### src/rtl/symbol_frame_decoder.sv
// Dibit-to-frame decoder: packs dibits MSB-first into 8-byte frames, checks sync and XOR
// checksum, and hands good payloads to a 6-byte output bank drained with valid/ready.
module symbol_frame_decoder #(
    parameter logic [7:0] SYNC_BYTE = 8'h7E
) (
    input  logic       clk,
    input  logic       reset,
    input  logic [1:0] sym_in,
    input  logic       sym_valid,
    input  logic       frame_en,
    output logic [7:0] out_data,
    output logic       out_valid,
    input  logic       out_ready,
    output logic       frame_ok,
    output logic       frame_err,
    output logic       overrun,
    output logic [7:0] ok_count,
    output logic [7:0] err_count
);
    localparam logic [1:0] ST_HUNT    = 2'd0;
    localparam logic [1:0] ST_SKIP    = 2'd1;
    localparam logic [1:0] ST_PAYLOAD = 2'd2;
    localparam logic [1:0] ST_CSUM    = 2'd3;

    logic [1:0] state_r, state_s;
    logic [4:0] cnt_r, cnt_s;
    logic [5:0] shift_r;
    logic [7:0] xor_r, xor_s;
    logic [7:0] asm_r  [0:5];
    logic [7:0] bank_r [0:5];
    logic [2:0] rem_r, rd_r;
    logic       out_valid_r, frame_ok_r, frame_err_r, overrun_r;
    logic [7:0] out_data_r, ok_count_r, err_count_r;

    logic [7:0] byte_s;
    logic [2:0] asm_idx_s, rem_dec_s, rd_inc_s;
    logic       byte_done_s, abort_s, store_s, good_s, bad_s;
    logic       xfer_s, bank_free_s, copy_s, drop_s;

    function automatic logic [7:0] csum_step(input logic [7:0] acc, input logic [7:0] b);
        return acc ^ b;
    endfunction

    function automatic logic [7:0] sat_inc(input logic [7:0] v, input logic en);
        return (en && (v != 8'hFF)) ? (v + 8'd1) : v;
    endfunction

    // Receive FSM next-state: abort on frame_en low outranks any dibit in the same cycle
    always_comb begin
        byte_s      = {shift_r, sym_in};
        byte_done_s = sym_valid && (cnt_r[1:0] == 2'd3);
        abort_s     = !frame_en && (state_r != ST_HUNT);
        asm_idx_s   = cnt_r[4:2] - 3'd1;
        state_s     = state_r;
        cnt_s       = cnt_r;
        xor_s       = xor_r;
        store_s     = 1'b0;
        good_s      = 1'b0;
        bad_s       = 1'b0;
        if (abort_s) begin
            state_s = ST_HUNT;
            cnt_s   = 5'd0;
            xor_s   = 8'h00;
            bad_s   = (state_r == ST_PAYLOAD) || (state_r == ST_CSUM);
        end else if (sym_valid) begin
            cnt_s = cnt_r + 5'd1;
            case (state_r)
                ST_HUNT: begin
                    if (byte_done_s) begin
                        state_s = (byte_s == SYNC_BYTE) ? ST_PAYLOAD : ST_SKIP;
                        xor_s   = 8'h00;
                    end else begin
                        state_s = ST_HUNT;
                    end
                end
                ST_SKIP: begin
                    if (cnt_r == 5'd31) begin
                        state_s = ST_HUNT;
                        cnt_s   = 5'd0;
                    end else begin
                        state_s = ST_SKIP;
                    end
                end
                ST_PAYLOAD: begin
                    if (byte_done_s) begin
                        store_s = 1'b1;
                        xor_s   = csum_step(xor_r, byte_s);
                        state_s = (cnt_r == 5'd27) ? ST_CSUM : ST_PAYLOAD;
                    end else begin
                        state_s = ST_PAYLOAD;
                    end
                end
                ST_CSUM: begin
                    if (cnt_r == 5'd31) begin
                        state_s = ST_HUNT;
                        cnt_s   = 5'd0;
                        xor_s   = 8'h00;
                        good_s  = (byte_s == xor_r);
                        bad_s   = (byte_s != xor_r);
                    end else begin
                        state_s = ST_CSUM;
                    end
                end
                default: begin
                    state_s = ST_HUNT;
                    cnt_s   = 5'd0;
                end
            endcase
        end else begin
            state_s = state_r;
        end
    end

    // Output bank bookkeeping: a copy is accepted when this edge's transfer empties the bank
    always_comb begin
        xfer_s      = out_valid_r && out_ready;
        rem_dec_s   = rem_r - {2'b00, xfer_s};
        rd_inc_s    = rd_r + {2'b00, xfer_s};
        bank_free_s = (rem_dec_s == 3'd0);
        copy_s      = good_s && bank_free_s;
        drop_s      = good_s && !bank_free_s;
    end

    // State, assembly, bank and output registers
    always_ff @(posedge clk) begin
        if (reset) begin
            state_r     <= ST_HUNT;
            cnt_r       <= 5'd0;
            shift_r     <= 6'd0;
            xor_r       <= 8'h00;
            rem_r       <= 3'd0;
            rd_r        <= 3'd0;
            out_valid_r <= 1'b0;
            out_data_r  <= 8'h00;
            frame_ok_r  <= 1'b0;
            frame_err_r <= 1'b0;
            overrun_r   <= 1'b0;
            ok_count_r  <= 8'h00;
            err_count_r <= 8'h00;
            for (int i = 0; i < 6; i++) begin
                asm_r[i]  <= 8'h00;
                bank_r[i] <= 8'h00;
            end
        end else begin
            state_r     <= state_s;
            cnt_r       <= cnt_s;
            xor_r       <= xor_s;
            shift_r     <= sym_valid ? {shift_r[3:0], sym_in} : shift_r;
            frame_ok_r  <= good_s;
            frame_err_r <= bad_s;
            overrun_r   <= drop_s;
            ok_count_r  <= sat_inc(ok_count_r, good_s);
            err_count_r <= sat_inc(err_count_r, bad_s);
            if (store_s) begin
                asm_r[asm_idx_s] <= byte_s;
            end
            if (copy_s) begin
                bank_r <= asm_r;
                rem_r  <= 3'd6;
                rd_r   <= 3'd0;
            end else begin
                rem_r  <= rem_dec_s;
                rd_r   <= rd_inc_s;
            end
            // Freshly copied bytes become visible one cycle after the copy
            out_valid_r <= (rem_dec_s != 3'd0);
            out_data_r  <= (rem_dec_s != 3'd0) ? bank_r[rd_inc_s] : 8'h00;
        end
    end

    assign out_valid = out_valid_r;
    assign out_data  = out_data_r;
    assign frame_ok  = frame_ok_r;
    assign frame_err = frame_err_r;
    assign overrun   = overrun_r;
    assign ok_count  = ok_count_r;
    assign err_count = err_count_r;
endmodule

### config.mk
export PLATFORM = sky130hd
export DESIGN_NAME = symbol_frame_decoder
export DESIGN_NICKNAME = d
export VERILOG_FILES = /design/src/rtl/symbol_frame_decoder.sv
export SDC_FILE = /design/constraint.sdc
export NUM_CORES = 1
export LEC_CHECK = 0
export ABC_AREA = 0
export CORE_MARGIN = 5
export CORE_UTILIZATION = 55
export DETAILED_ROUTE_END_ITERATION = 12
export PLACE_DENSITY = 0.85
export SYNTH_ARGS = -nofsm -noshare
export SYNTH_HDL_FRONTEND = slang
export SYNTH_SLANG_ARGS = --single-unit
### constraint.sdc
create_clock -name clk -period 6.1 [get_ports clk]
set_input_delay 1.22 -clock clk [delete_from_list [all_inputs] [get_ports clk]]
set_output_delay 1.22 -clock clk [all_outputs]
set_load 0.005 [all_outputs]
Yosys cells after proc, flatten, opt, wreduce, memory -nomap -nowiden. Index checks and enable logic that the tools add are counted.

Add/sub/neg operators: 6. $mul: 0. Divide/modulo/power cells: 0. $lt $le $gt $ge: 3. Equality and inequality tests: 14. Shift-type cells: 0. Muxes and demuxes: 32. Bitwise logic cells: 4. Reduce and logical (&&, ||, !) cells: 21.

Operators with widths (number): bitwise mux 48 bit (1); two-way mux 8 bit (6); binary-select mux 8 bit (select 3 bit) (1); demux 8 bit (select 3 bit) (1); one-hot mux 8 bit (3 select lines) (1); adder 8 x 1 -> 8 bit, second input constant (2); != test 8 bit, second input constant (2); two-way mux 1 bit (15); equality test 5 bit, second input constant (2); two-way mux 5 bit (2); equality test 8 x 7 -> 1 bit, second input constant (1); equality test 8 bit (1); greater-or-equal comparator 4 bit, second input constant (2); logical AND 1 bit (8); != test 8 bit (1); NOT 3 -> 4 bit (2); one-hot mux 2 bit (4 select lines) (1); OR reduction 2 bit (4); XOR 8 bit (1); equality test 2 bit, second input constant (3); two-way mux 2 bit (3); nonzero test 3 bit (2); adder 5 x 1 -> 5 bit, second input constant (1); AND reduction 5 bit (1); 14 further kinds (16).

Flip-flop bits (word level): 151. Bits in latches: 0. Memory bits (writable): 0. Bits in read-only memories: 0. Input port bits: 7. Output and inout bits: 28. Word-level logic and storage cells: 106. Memories: 0.

Depth between registers and ports, before layout.
Depth after elaboration: 7. Depth in mapped cells: 9. Depth with buffers taken out: 8.

Least setup slack after synthesis. Ideal clock, no wire load.

Path kind: input-to-reg. Start point: input out_ready. End point: register out_data_r[3], in the netlist out_data[3]. Library setup time: 0.128 ns. Arrival: 2.849 ns. Required time: 5.972 ns. Path slack: 3.123 ns. Stages: 8. Buffers on the path: 2. Cell sequence: and2_1 -> ha_1 -> ha_1 -> buf_1 -> clkbuf_1 -> mux4_2 -> a21oi_1 -> nor2_1.

Cells in the longest elaborated chain, start to end: 6. Elaborated cells between the ends (all ways): 10. Those cells by class: 2 x add/sub; 3 x mux; 2 x bitwise; 3 x reduce/logical.

RTL lines: start, declared (line 13) `input logic out_ready,`; logical AND 1 bit (line 116) `xfer_s = out_valid_r && out_ready;`; adder 3 x 1 -> 3 bit (line 118) `rd_inc_s = rd_r + {2'b00, xfer_s};`; named net rd_inc_s[1] (line 36) `logic [2:0] asm_idx_s, rem_dec_s, rd_inc_s;`; NOT 3 -> 4 bit (implied by the code) (line 167) `out_data_r <= (rem_dec_s != 3'd0) ? bank_r[rd_inc_s] : 8'h00;`; binary-select mux 8 bit (select 3 bit) (line 167); two-way mux 8 bit (implied by the code) (2 in series) (line 167); end signal, assigned (line 167); end, declared (line 33) `logic [7:0] out_data_r, ok_count_r, err_count_r;`.

The timed path passes the listed nets, and every way through them passes these cells. The select of a mux whose other input is x is not followed. A chain may end at the register's enable or synchronous reset.

Worst setup path in the final report.
Start point: input sym_valid. End point: register bank_r[12] (netlist name).

Cells in the longest elaborated chain, start to end: 3.

RTL lines: start, declared (line 9) `input logic sym_valid,`; two-way mux 1 bit (line 65) `end else if (sym_valid) begin`; two-way mux 1 bit (line 60) `if (abort_s) begin`; logical AND 1 bit (line 120) `copy_s = good_s && bank_free_s;`; end signal, assigned (line 158) `bank_r <= asm_r;`; end, declared (line 30) `logic [7:0] bank_r [0:5];`.

Every way passes these cells.

==> metrics.txt <==
status complete, no violations; root buf cell clkbuf_16; Clk pin slew, worst setup/hold paths 0.06 ns; MaxCap Viol Count 0; setup TNS 0 ns; Layout area overhead 15.5%; Post-Syn Instances 645; Yosys reg bits 151; final instance area 7310 µm²; GR Util met1 about a quarter; DP Area approximately 6700 µm²; H-tree Lvls 4; CTS tree done; GRT Overall Usage 20.9%; Worst R2R Setup Slack 3.46 ns; final hold vios 0; Worst Path Required 6.38 ns; initial antenna violation count 0; Synth cell types 45; crit-path max cell delay 0.81 ns; # nets final 678; Max-slew headroom about a third; Sinks on Clock Net approximately 150; worst endpoint data arrival time 3.84 ns; Logic pwr share 7.3%; DR iter-0 viols 414; vias in the first global route 4808; worst setup path category input port to flip-flop; Slew Viols, Final 0; nature of the critical path endpoint flip-flop; Tmin final 3.55 ns; Reg power frac between 40% and 50%; IO Count 35; Setup crit start kind input port; crit-path cells clkdlybuf4s50_1 > and3_1 > and3_1 > nand4_1 > buf_4 > mux2i_1 > nor2_1; Worst Hold Class flip-flop to flip-flop; final setup violation count 0; post-DP HPWL approximately 8.7 mm; Net Sw Power 543 µW; TritonCTS buffer count 17; Max Root-Sink Buffers 2; Initial Utilization between 50% and 60%; Max rail drop VDD 0.263 mV; global-route wire length before repair around 24 mm; largest net degree at the start of global routing 71; syn avg cell area 9.82 µm²; Post-synth EDFFs 0; CP max FO 50; Internal Power 1.71 mW; routability cong. 0.858; syn_nets 663; Setup Skew about 0.0073 ns; Post-synth ARST share 0%; ANT cells 0; # fillers 827; Core Rows 39; Worst path slowest cell clkdlybuf4s50_1; RSZ-0062 raised after global routing no; Die ar. 13800 µm²; Post-Syn Area 6330 µm²; DR WL/cell 17.4 µm; total wire length 14.2 mm; Post-DRT Antenna Nets 0; fraction of layout cells with a size suffix above 1 8.47%; sequential area share after synthesis 47.7%; leakage 3.10 nW; core area 11400 µm²; clk_lat worst skew 0.43 ns; Sw Ratio 24.1%; CTS-repair resized insts 0; synth warn 0; PD cells 308 nW/µm²; GRT Residual Overflow 0; fin crit share 58.3%; top_reg_cell synth dfxtp_1; setup bufs post-CTS 0; Die X around 120 µm; Worst-Margin Slew 0.985 ns; Vias/cell 5.85; GR Util met2 35.8%; cell mode on critical path and3_1; drt pass-1 iters 6; met3 Use GR about 6.1%; post-cts hold buffer count 0; port buffer count 34; clock share of power 47.8%; height of the die between 100 and 150 µm; gr busiest metal met2; Fmax between 200 and 300 MHz; via count 4775; # DRC 0
[critical path: cells and delay by family]
kind                   cells  cell delay (ns)
muxes                      1             0.34
and+or+nand+nor            4             0.74
buffers and inverters      2             1.47
[power groups by stage]
stage               sequential, mW  combinational [mW]  clock [mW]
floorplan                     1.03               0.122           0
global placement              1.03               0.159           0
detailed placement            1.03               0.163           0
CTS                           1.01               0.164        1.08
global route                  1.01               0.178        1.11
finish                        1.01               0.164        1.08
[cell usage after synthesis (2+ instances only)]
master,instances,area (µm²)
nor2b_1,8,50.1
and4_1,2,17.5
mux2i_1,114,1140
nand2_1,9,33.8
buf_1,3,11.3
xor2_1,9,78.8
nor3_1,10,50.1
nor2_1,142,533
nor2_2,4,25.0
ha_1,11,138
a21oi_1,25,125
nand3_1,10,50.1
clkbuf_1,27,101
nand4_1,6,37.5
and3_1,7,43.8
dfxtp_1,151,3020
o2111ai_1,3,26.3
or4_1,5,37.5
nand3b_1,8,60.1
inv_1,10,37.5
a31oi_1,2,12.5
o31ai_1,4,30.0
nand2b_1,9,56.3
or2_2,2,12.5
mux2_1,2,22.5
or3_1,4,25.0
and2_1,2,12.5
a31o_2,2,17.5
mux4_2,8,180
xnor2_1,7,61.3
buf_2,12,60.1
nor4_4,2,42.5
nor3b_1,2,15.0
o21ai_0,12,60.1
[registers in the layout, indices dropped and copies added (netlist names), 2 cells and up]
name and cells:
asm_r 48, rem_r 3, cnt_r 5, out_data 8
ok_count 8, state_r 2, xor_r 8, rd_r 3
bank_r 48, shift_r 6, err_count 8
[area by class of cell]
type | count | area (µm²) | area share, %
clock inverter | 11 | 136 | 1.86
timing repair buffer | 38 | 368 | 5.03
inverter | 10 | 37.5 | 0.513
tap | 143 | 179 | 2.45
clock buffer | 21 | 470 | 6.43
multi-input combinational | 442 | 3100 | 42.4
sequential | 151 | 3020 | 41.3
[final timing paths]
check / startpoint / to / cells after the start
setup / recovery: sym_valid / bank_r[12] / 7
hold / removal: asm_r[35] / asm_r[35] / 2
setup reg to reg: out_valid / bank_r[12] / 9
hold reg to reg: asm_r[35] / asm_r[35] / 2
[layout by cell type (no fill, tap or decap), types with 3 or more instances in the layout]
master,instances
o2111ai_1,3
inv_1,10
nor2_1,142
ha_1,11
xor2_1,9
clkdlybuf4s50_1,33
nor2_2,4
nand3b_1,8
nor2b_1,8
inv_6,5
or3_1,4
nand2_1,9
clkbuf_16,17
a21oi_1,25
and3_1,7
xnor2_1,7
mux2i_1,114
mux4_2,8
o21ai_0,12
nand3_1,10
o31ai_1,4
nand2b_1,9
or4_1,5
dfxtp_1,151
nor3_1,10
buf_4,5
clkbuf_8,3
nand4_1,6
[logic make-up after synthesis]
family	synth area share, %
mux	21.4
fa+ha+maj	2.17
flops	47.7
compound gates	5.28
xor+xnor	2.21
buf+inv	3.32
simple gates	17.9
[stage by stage]
stage | hold slack (ns) | power, mW | std cells | setup slack [ns] | util (%)
finish | 0.493 | 2.25 | 816 | 2.55 | 64.3
CTS | 0.495 | 2.25 | 816 | 2.61 | 64.3
global placement | 0.467 | 1.19 | 784 | 2.30 | 59.0
global route | 0.513 | 2.30 | 816 | 2.38 | 64.3
detailed placement | 0.479 | 1.20 | 784 | 2.22 | 59.0
floorplan | 0.458 | 1.15 | 645 | 3.12 | -
[metal layers]
layer / up-vias / part of all wire (%)
li1: 2259 / -
met1: 2309 / 40
met2: 156 / 51
met3: 51 / 5.6
met4: 0 / 3.3
met5: - / 0
(Power assumes the default switching activity.)
